### config.mk
export PLATFORM = sky130hd
export DESIGN_NAME = crc_stream_engine_flat
export DESIGN_NICKNAME = d
export VERILOG_FILES = /design/src/rtl/crc_pkg.sv /design/src/rtl/crc_stream_engine_if.sv /design/src/rtl/crc_stream_engine_step.sv /design/src/rtl/crc_stream_engine.sv /design/src/flat_wrapper.sv
export SDC_FILE = /design/constraint.sdc
export NUM_CORES = 1
export LEC_CHECK = 0
export ABC_CLOCK_PERIOD_IN_PS = 3200
export BUFFER_PORTS_ARGS = -buffer_cell sky130_fd_sc_hd__buf_2
export CAP_MARGIN = 10
export CORE_UTILIZATION = 51
export CTS_CLUSTER_SIZE = 30
export DETAILED_ROUTE_END_ITERATION = 6
export GPL_TIMING_DRIVEN = 0
export PLACE_DENSITY = 0.71
export REMOVE_ABC_BUFFERS = 1
export SKIP_LAST_GASP = 1
export SYNTH_ARGS = -nofsm -noshare
export SYNTH_HDL_FRONTEND = slang
export SYNTH_SLANG_ARGS = --single-unit
### constraint.sdc
create_clock -name clk -period 3.2 [get_ports clk]
set_clock_uncertainty 0.1 [all_clocks]
set_input_delay 0.32 -clock clk [delete_from_list [all_inputs] [get_ports clk]]
set_output_delay 0.32 -clock clk [all_outputs]
set_load 0.1 [all_outputs]
### src/rtl/crc_pkg.sv
// Shared types and constants for the CRC stream engine: FSM state encoding,
// result length width, named generator polynomials and a byte reflection helper.
package crc_pkg;

  typedef enum logic [1:0] {
    ST_IDLE = 2'd0,
    ST_RUN  = 2'd1,
    ST_HOLD = 2'd2
  } state_e;

  localparam int unsigned LEN_W = 16;

  localparam logic [4:0]  CRC5_USB    = 5'h05;
  localparam logic [15:0] CRC16       = 16'h8005;
  localparam logic [15:0] CRC16_CCITT = 16'h1021;
  localparam logic [31:0] CRC32       = 32'h04C11DB7;

  function automatic logic [7:0] reflect8(input logic [7:0] b);
    logic [7:0] w_src;
    logic [7:0] w_dst;
    w_src = b;
    w_dst = '0;
    for (int unsigned i = 0; i < 8; i++) begin
      w_dst = {w_dst[6:0], w_src[0]};
      w_src = w_src >> 1;
    end
    return w_dst;
  endfunction

endpackage

### src/rtl/crc_stream_engine_if.sv
// Stream-in / result-out handshake bundle for crc_stream_engine.
interface crc_stream_engine_if
  import crc_pkg::*;
#(
  parameter int unsigned DATA_W = 8,
  parameter int unsigned CRC_W  = 16
);

  logic              in_valid;
  logic              in_ready;
  logic [DATA_W-1:0] in_data;
  logic              in_last;
  logic [CRC_W-1:0]  in_exp;
  logic              abort;
  logic              out_valid;
  logic              out_ready;
  logic [CRC_W-1:0]  out_crc;
  logic              out_ok;
  logic [LEN_W-1:0]  out_len;

  modport master (
    output in_valid, in_data, in_last, in_exp, abort, out_ready,
    input  in_ready, out_valid, out_crc, out_ok, out_len
  );

  modport slave (
    input  in_valid, in_data, in_last, in_exp, abort, out_ready,
    output in_ready, out_valid, out_crc, out_ok, out_len
  );

endinterface

### src/rtl/crc_stream_engine_step.sv
// Combinational CRC update over one beat: bytes taken LSB-byte first, each
// optionally bit-reflected, then shifted MSB-first through the normal-form register.
module crc_step
  import crc_pkg::*;
#(
  parameter int unsigned      DATA_W = 8,
  parameter int unsigned      CRC_W  = 16,
  parameter logic [CRC_W-1:0] POLY   = CRC16,
  parameter bit               REFIN  = 1'b1
) (
  input  logic [CRC_W-1:0]  i_crc,
  input  logic [DATA_W-1:0] i_data,
  output logic [CRC_W-1:0]  o_crc
);

  always_comb begin
    logic [CRC_W-1:0]  w_crc;
    logic [DATA_W-1:0] w_data;
    logic [7:0]        w_byte;
    logic              w_fb;
    w_crc  = i_crc;
    w_data = i_data;
    w_byte = '0;
    w_fb   = 1'b0;
    for (int unsigned b = 0; b < DATA_W / 8; b++) begin
      w_byte = REFIN ? reflect8(w_data[7:0]) : w_data[7:0];
      w_data = w_data >> 8;
      for (int unsigned k = 0; k < 8; k++) begin
        w_fb   = w_crc[CRC_W-1] ^ w_byte[7];
        w_byte = w_byte << 1;
        w_crc  = {w_crc[CRC_W-2:0], 1'b0} ^ (w_fb ? POLY : '0);
      end
    end
    o_crc = w_crc;
  end

endmodule

### src/rtl/crc_stream_engine.sv
// Framed CRC engine: accumulates a CRC over a beat stream and holds one
// registered result (CRC, match flag, beat count) until the consumer takes it.
module crc_stream_engine
  import crc_pkg::*;
#(
  parameter int unsigned      DATA_W = 8,
  parameter int unsigned      CRC_W  = 16,
  parameter logic [CRC_W-1:0] POLY   = CRC16,
  parameter logic [CRC_W-1:0] INIT   = '1,
  parameter bit               REFIN  = 1'b1,
  parameter bit               REFOUT = 1'b1,
  parameter logic [CRC_W-1:0] XOROUT = '0
) (
  input  logic               clk,
  input  logic               rst,
  crc_stream_engine_if.slave bus
);

  state_e           r_state;
  logic [CRC_W-1:0] r_crc;
  logic [LEN_W-1:0] r_len;
  logic             r_out_valid;
  logic [CRC_W-1:0] r_out_crc;
  logic             r_out_ok;
  logic [LEN_W-1:0] r_out_len;

  logic             w_in_ready;
  logic             w_accept;
  logic             w_abort;
  logic             w_start;
  logic [CRC_W-1:0] w_base;
  logic [CRC_W-1:0] w_next;
  logic [CRC_W-1:0] w_refl;
  logic [CRC_W-1:0] w_final;
  logic [LEN_W-1:0] w_len_next;

  assign w_in_ready = !r_out_valid || bus.out_ready;
  assign w_accept   = bus.in_valid && w_in_ready;
  assign w_abort    = bus.abort && (r_state == ST_RUN);
  // Any beat accepted outside RUN opens a fresh frame, including the one that
  // arrives in the same cycle a held result is consumed.
  assign w_start    = (r_state != ST_RUN);
  assign w_base     = w_start ? INIT : r_crc;
  assign w_len_next = w_start ? LEN_W'(1) :
                      ((r_len == '1) ? r_len : r_len + LEN_W'(1));

  crc_step #(
    .DATA_W (DATA_W),
    .CRC_W  (CRC_W),
    .POLY   (POLY),
    .REFIN  (REFIN)
  ) u_step (
    .i_crc  (w_base),
    .i_data (bus.in_data),
    .o_crc  (w_next)
  );

  always_comb begin
    logic [CRC_W-1:0] w_src;
    w_src  = w_next;
    w_refl = '0;
    for (int unsigned i = 0; i < CRC_W; i++) begin
      w_refl = {w_refl[CRC_W-2:0], w_src[0]};
      w_src  = w_src >> 1;
    end
  end

  assign w_final = (REFOUT ? w_refl : w_next) ^ XOROUT;

  always_ff @(posedge clk or negedge rst) begin
    if (!rst) begin
      r_state     <= ST_IDLE;
      r_crc       <= INIT;
      r_len       <= '0;
      r_out_valid <= 1'b0;
      r_out_crc   <= '0;
      r_out_ok    <= 1'b0;
      r_out_len   <= '0;
    end else if (w_abort) begin
      r_state <= ST_IDLE;
      r_crc   <= INIT;
    end else if (w_accept) begin
      r_crc <= w_next;
      r_len <= w_len_next;
      if (bus.in_last) begin
        r_state     <= ST_HOLD;
        r_out_valid <= 1'b1;
        r_out_crc   <= w_final;
        r_out_ok    <= (w_final == bus.in_exp);
        r_out_len   <= w_len_next;
      end else begin
        r_state     <= ST_RUN;
        r_out_valid <= 1'b0;
      end
    end else if (r_out_valid && bus.out_ready) begin
      r_state     <= ST_IDLE;
      r_out_valid <= 1'b0;
    end
  end

  assign bus.in_ready  = w_in_ready;
  assign bus.out_valid = r_out_valid;
  assign bus.out_crc   = r_out_crc;
  assign bus.out_ok    = r_out_ok;
  assign bus.out_len   = r_out_len;

endmodule

### src/flat_wrapper.sv
// flat-port wrapper written by rule: the top's interface ports become plain ports
module crc_stream_engine_flat import crc_pkg::*;
#(
  parameter int unsigned      DATA_W = 8,
  parameter int unsigned      CRC_W  = 16,
  parameter logic [CRC_W-1:0] POLY   = CRC16,
  parameter logic [CRC_W-1:0] INIT   = '1,
  parameter bit               REFIN  = 1'b1,
  parameter bit               REFOUT = 1'b1,
  parameter logic [CRC_W-1:0] XOROUT = '0
)
  (clk, rst, bus_in_valid, bus_in_data, bus_in_last, bus_in_exp, bus_abort, bus_out_ready, bus_in_ready, bus_out_valid, bus_out_crc, bus_out_ok, bus_out_len);
  crc_stream_engine_if #(.DATA_W(DATA_W), .CRC_W(CRC_W)) bus_i ();
  input  logic clk;
  input  logic rst;
  input wire logic [$bits(bus_i.in_valid)-1:0] bus_in_valid;
  input wire logic [$bits(bus_i.in_data)-1:0] bus_in_data;
  input wire logic [$bits(bus_i.in_last)-1:0] bus_in_last;
  input wire logic [$bits(bus_i.in_exp)-1:0] bus_in_exp;
  input wire logic [$bits(bus_i.abort)-1:0] bus_abort;
  input wire logic [$bits(bus_i.out_ready)-1:0] bus_out_ready;
  output wire logic [$bits(bus_i.in_ready)-1:0] bus_in_ready;
  output wire logic [$bits(bus_i.out_valid)-1:0] bus_out_valid;
  output wire logic [$bits(bus_i.out_crc)-1:0] bus_out_crc;
  output wire logic [$bits(bus_i.out_ok)-1:0] bus_out_ok;
  output wire logic [$bits(bus_i.out_len)-1:0] bus_out_len;
  assign bus_i.in_valid = bus_in_valid;
  assign bus_i.in_data = bus_in_data;
  assign bus_i.in_last = bus_in_last;
  assign bus_i.in_exp = bus_in_exp;
  assign bus_i.abort = bus_abort;
  assign bus_i.out_ready = bus_out_ready;
  assign bus_in_ready = bus_i.in_ready;
  assign bus_out_valid = bus_i.out_valid;
  assign bus_out_crc = bus_i.out_crc;
  assign bus_out_ok = bus_i.out_ok;
  assign bus_out_len = bus_i.out_len;
  crc_stream_engine #(.DATA_W(DATA_W), .CRC_W(CRC_W), .POLY(POLY), .INIT(INIT), .REFIN(REFIN), .REFOUT(REFOUT), .XOROUT(XOROUT)) u_core (.clk(clk), .rst(rst), .bus(bus_i));
endmodule
==> results.toml, run 1 <==
[cts]
tritoncts = "done"
cts_setup_buffers = 0
path_clk_slew_ns = 0.07
clk_latency_ns = 0.35
cts_max_level = 3
cts.path.max_buffers = 2
root_buffer = "clkbuf_8"
cts_buffers = 9
cts.sinks = 68

[timing]
drv_slew = 0
whs_ns = -0.0227
max_freq_mhz = 331
finalCritPeriodShare_pct = 94.5
finalCriticalPeriod_ns = 3.02
relSlewSlack_pct = 44.1
hold_violations = 44
worst_pin_slew_ns = 0.839
rsz0062_at_grt = "no"
finalSetupViolations = 0
finalWorstSetupSlack_ns = 0.177

[detailed_routing]
detail-route-antenna-nets = 0
drc = 0
routed_wl_mm = 9.18
dr.pass1.iters = 4
wl_per_cell_um = 15.7
avgViaCountPerCell = 5.76
num_vias = 3356
drt_iter0_drc = 263

[critical_path]
cp-startpoint = "u_core.r_state[0]"
cp_data_required_time_ns = 3.33
endpoint = "u_core.r_len[1]"
cp-start-kind = "register"
reg2reg_to = "u_core.r_len[1]"
rr_startpoint = "u_core.r_state[0]"
rrSetupSlack_ns = 0.18
r2r.worst_path.cells = 6
end_kind = "register"
crit_type = "reg -> reg"
crit_arrival_ns = 3.15
path_max_fanout = 18

[die]
initial_core_util_pct = 54.0
dieArea_um2 = 8210
core_um2 = 7410
die-height_um = 90.6
rows = 31
io_pins = 65
die_w_um = 90.6

[placed_design]
dp_hpwl_mm = 6.63
port_buffers = 64
post-place-ws_ns = -0.272
placed_cells = 567
dpl_cell_area_um2 = 4390
place.gp.congestion = 0.893

[outcome]
violations = "negative hold slack"
status = "complete, but fails checks"

[power]
p_leak_nw = 2.03
p_per_area_nw_per_um2 = 694
vdd_drop_max_uv = 465

[global_route]
grt_pass1_vias = 3057
grt-ovfl-total = 0
grt_pass1_wl_mm = 15.0
grt_max_degree = 69
antenna_found_initial = 0
grt_usage_pct = 23.2

[final_layout]
layout_commonest_cell = "nand2_1"
n_fill_cell = 642
synthToLayoutAreaGrowth_pct = 14.8
final_cells = 583
final_core_util_pct = 62.0
layout_common_cells = "67 x nand2_1, 63 x buf_2, 52 x dfrtp_1"
design_area_um2 = 4600
diodes = 0
nets = 510
drive_gt1_share_pct = 23.1

[yosys]
synth_area_per_cell_um2 = 9.47
synth_seq_cells = 68
synth_cell_types = 59
synthCells = 423
syn_area_um2 = 4000
yosysWarnings = 0
synth_edf_count = 0
synthFlopType = "dfrtp_1"
synth-seq-area-share_pct = 43.0
synthArstFlopShare_pct = 100

[job]
drv_cap = 0

[worst_hold_path]
min_path_type = "in -> async"
-- cell usage after synthesis (2+ instances only) --
library cell | n | area share [%]
and2_1 | 3 | 0.47
buf_2 | 2 | 0.25
o22a_1 | 11 | 2.4
nand2b_1 | 2 | 0.31
nor2_1 | 32 | 3.0
dfrtp_1 | 52 | 33
nand3_1 | 11 | 1.4
nand4_1 | 4 | 0.62
dfstp_2 | 16 | 10
clkbuf_1 | 20 | 1.9
xor2_1 | 17 | 3.7
and3_1 | 6 | 0.94
o31ai_1 | 8 | 1.5
inv_1 | 3 | 0.28
or4b_1 | 2 | 0.50
nor3_1 | 3 | 0.37
mux2i_1 | 4 | 1.0
xnor2_1 | 29 | 6.3
or3_1 | 4 | 0.62
xor3_1 | 3 | 1.8
o211ai_1 | 2 | 0.37
o21ai_0 | 43 | 5.4
nor4b_1 | 3 | 0.66
nand2_1 | 67 | 6.3
o211a_1 | 2 | 0.50
o41ai_1 | 4 | 0.87
nor3b_1 | 3 | 0.56
xnor3_1 | 8 | 4.5
a21oi_1 | 23 | 2.9
a31oi_1 | 7 | 1.1
-- layout make-up --
cell class / count / area [µm²] / share of cell area (%)
tap: 99 / 124 / 2.70
clock inverter: 6 / 63.8 / 1.39
timing repair buffer: 69 / 364 / 7.92
multi-input combinational: 328 / 2170 / 47.3
clock buffer: 10 / 138 / 2.99
sequential: 68 / 1720 / 37.5
inverter: 3 / 11.3 / 0.245
-- state kept, by name, indices dropped and copies added, names as in the netlist --
signal and count:
u_core.bus.out_crc 16, u_core.bus.out_len 16, u_core.r_crc 16, u_core.r_len 16, u_core.r_state 2, u_core.bus.out_ok 1, u_core.bus.out_valid 1
-- kinds of logic (layout without fill, tap and decap cells) --
family,Yosys count,after routing,share of synthesized area (%)
flip-flops,68,68,43.0
adder cells (fa/ha/maj),1,1,0.312
AND/OR/NAND/NOR,150,150,18.1
AO/OA/AOI/OAI,115,115,18.2
buffers and inverters,27,88,2.78
multiplexers,5,5,1.28
XOR/XNOR,57,57,16.3
-- metal layers --
metal	GRT usage [%]	vias to the layer above	part of all wire, %
met2	34.6	98	45
met5	0	-	0
met3	3.96	11	4.6
met1	34.0	1638	48
met4	8.06	0	1.5
li1	-	1609	-
-- critical path, cell delays in order (launching register included) --
cell and delay [ns]:
dfrtp_1 0.58, nor2b_2 0.73, a21oi_1 0.43, buf_6 0.26, nand2_1 0.47, nor2_1 0.09, a22o_1 0.24
-- per-stage QoR --
step,power (mW),TNS [ns]
floorplan,2.21,-11.38
global placement,2.45,-29.04
detailed placement,2.48,-1.92
CTS,3.21,0
global route,3.34,0
finish,3.19,0
-- worst min path at each step --
| stage | startpoint | endpoint | slack (ns) | depth (start not counted) |
|---|---|---|---|---|
| floorplan | rst | u_core.bus.out_crc[0] | -0.08 | 0 |
| global placement | u_core.bus.out_crc[12] | u_core.bus.out_crc[12] | 0.35 | 2 |
| detailed placement | u_core.bus.out_crc[12] | u_core.bus.out_crc[12] | 0.36 | 2 |
| CTS | rst | u_core.bus.out_len[13] | 0.004 | 1 |
| global route | rst | u_core.bus.out_len[1] | 0.03 | 1 |
| finish | rst | u_core.bus.out_len[14] | -0.02 | 1 |
-- power by group --
part / internal [mW] / leakage, nW / switching (mW) / total [mW]
clock: 0.379 / 0.0983 / 0.339 / 0.719
sequential: 1.03 / 0.851 / 0.133 / 1.17
combinational: 0.359 / 1.08 / 0.942 / 1.30
-- what timing repair did --
item,in CTS,in global routing
endpoints found under the hold margin,0,0
endpoints found under the setup margin,16,0
gates resized for setup,1,0
hold buffers,0,0
Note: power is estimated with default switching activity, not from simulation.
==> run 2: changes to the inputs <==
Settings changed: ABC_CLOCK_PERIOD_IN_PS 3200 to 3500.
Clock period 3.2 ns to 3.5 ns, I/O delays scaled along.
==> results.toml, run 2 (synthesis gave the netlist of run 1 again) <==
[detailed_routing]
drt_iter0_drc = 232
dr.pass1.iters = 5
drc = 0
num_vias = 3362
detail-route-antenna-nets = 0
wl_per_cell_um = 15.8
routed_wl_mm = 9.25
avgViaCountPerCell = 5.76

[die]
io_pins = 65
rows = 31
die-height_um = 90.6
dieArea_um2 = 8210
die_w_um = 90.6
core_um2 = 7410
initial_core_util_pct = 54.0

[critical_path]
crit_type = "reg -> reg"
end_kind = "register"
r2r.worst_path.cells = 6
cp-start-kind = "register"
crit_arrival_ns = 3.03
path_max_fanout = 16
cp_data_required_time_ns = 3.66

[final_layout]
nets = 511
final_cells = 584
final_core_util_pct = 62.2
multiInputGateArea_um2 = 2170
drive_gt1_share_pct = 23.1
design_area_um2 = 4600
diodes = 0
layout_common_cells = "67 x nand2_1, 63 x buf_2, 52 x dfrtp_1"
n_fill_cell = 642
layout_commonest_cell = "nand2_1"
synthToLayoutAreaGrowth_pct = 15.0
final-seq-area_um2 = 1720

[cts]
path_clk_slew_ns = 0.08
tritoncts = "done"
cts_buffers = 9
cts_setup_buffers = 0
cts_resized = 0
cts_hold_buf = 0
cts.path.max_buffers = 2
root_buffer = "clkbuf_8"
cts.sinks = 68
cts_max_level = 3
clk_latency_ns = 0.35

[timing]
relSlewSlack_pct = 44.3
rsz0062_at_grt = "no"
setup-tns-final_ns = 0
drv_slew = 0
finalCriticalPeriod_ns = 2.86
finalSetupViolations = 0
hold_violations = 0
max_freq_mhz = 350
finalCritPeriodShare_pct = 81.7
worst_pin_slew_ns = 0.835

[power]
p_leak_nw = 2.04
p_total_mw = 2.92
vdd_drop_max_uv = 429
p_per_area_nw_per_um2 = 634

[placed_design]
dpl_cell_area_um2 = 4390
placed_cells = 567
dp_hpwl_mm = 6.63
port_buffers = 64
place.gp.congestion = 0.893

[global_route]
grt_pass1_wl_mm = 15.0
antenna_found_initial = 0
grt_pass1_vias = 3057
grt_max_degree = 69
grt-ovfl-total = 0
grt_usage_pct = 23.2

[outcome]
status = "completed"

[job]
drv_cap = 0

[worst_hold_path]
min_path_type = "in -> async"
[run 2: final timing paths]
check	to	slack (ns)	startpoint
setup / recovery	u_core.r_len[11]	0.64	u_core.r_state[1]
hold / removal	u_core.bus.out_len[14]	0.003	rst
setup reg to reg	u_core.r_len[11]	0.64	u_core.r_state[1]
hold reg to reg	u_core.bus.out_crc[12]	0.37	u_core.bus.out_crc[12]
max in group asynchronous	u_core.bus.out_crc[7]	2.75	rst
min in group clk	u_core.r_state[0]	0.13	bus_abort
[run 2: report_power, final]
| group | switching, mW | internal (mW) |
|---|---|---|
| clock | 0.309 | 0.347 |
| sequential | 0.122 | 0.946 |
| combinational | 0.863 | 0.331 |
| total | 1.29 | 1.62 |
[run 2: stage by stage]
step	setup slack, ns	hold WS (ns)
floorplan	-0.321	-0.0456
global placement	-0.921	0.353
detailed placement	0.0280	0.358
CTS	0.0292	0.0337
global route	0.521	0.0615
finish	0.639	0.00307
[run 2: metal layers]
metal	share of wire (%)	vias up	global-route usage [%]	wire [µm]
met4	1.5	0	8.06	143
met2	45	102	34.6	4140
met3	5.0	12	3.96	460
li1	-	1615	-	-
met1	49	1633	34.0	4510
met5	0	-	0	0
[run 2: critical path, cell delays in order, from the launching register on]
cell and delay (ns):
dfrtp_1 0.59, nor2b_1 0.25, a21oi_1 0.66, buf_6 0.24
nand2_1 0.39, or3_1 0.45, o21ai_0 0.09
[run 2: area by class of cell]
class,count,area share (%)
Clock buffer,10,2.99
Clock inverter,6,1.39
Inverter,3,0.245
Multi-Input combinational cell,328,47.1
Sequential cell,68,37.4
Tap cell,99,2.69
Timing Repair Buffer,70,8.15
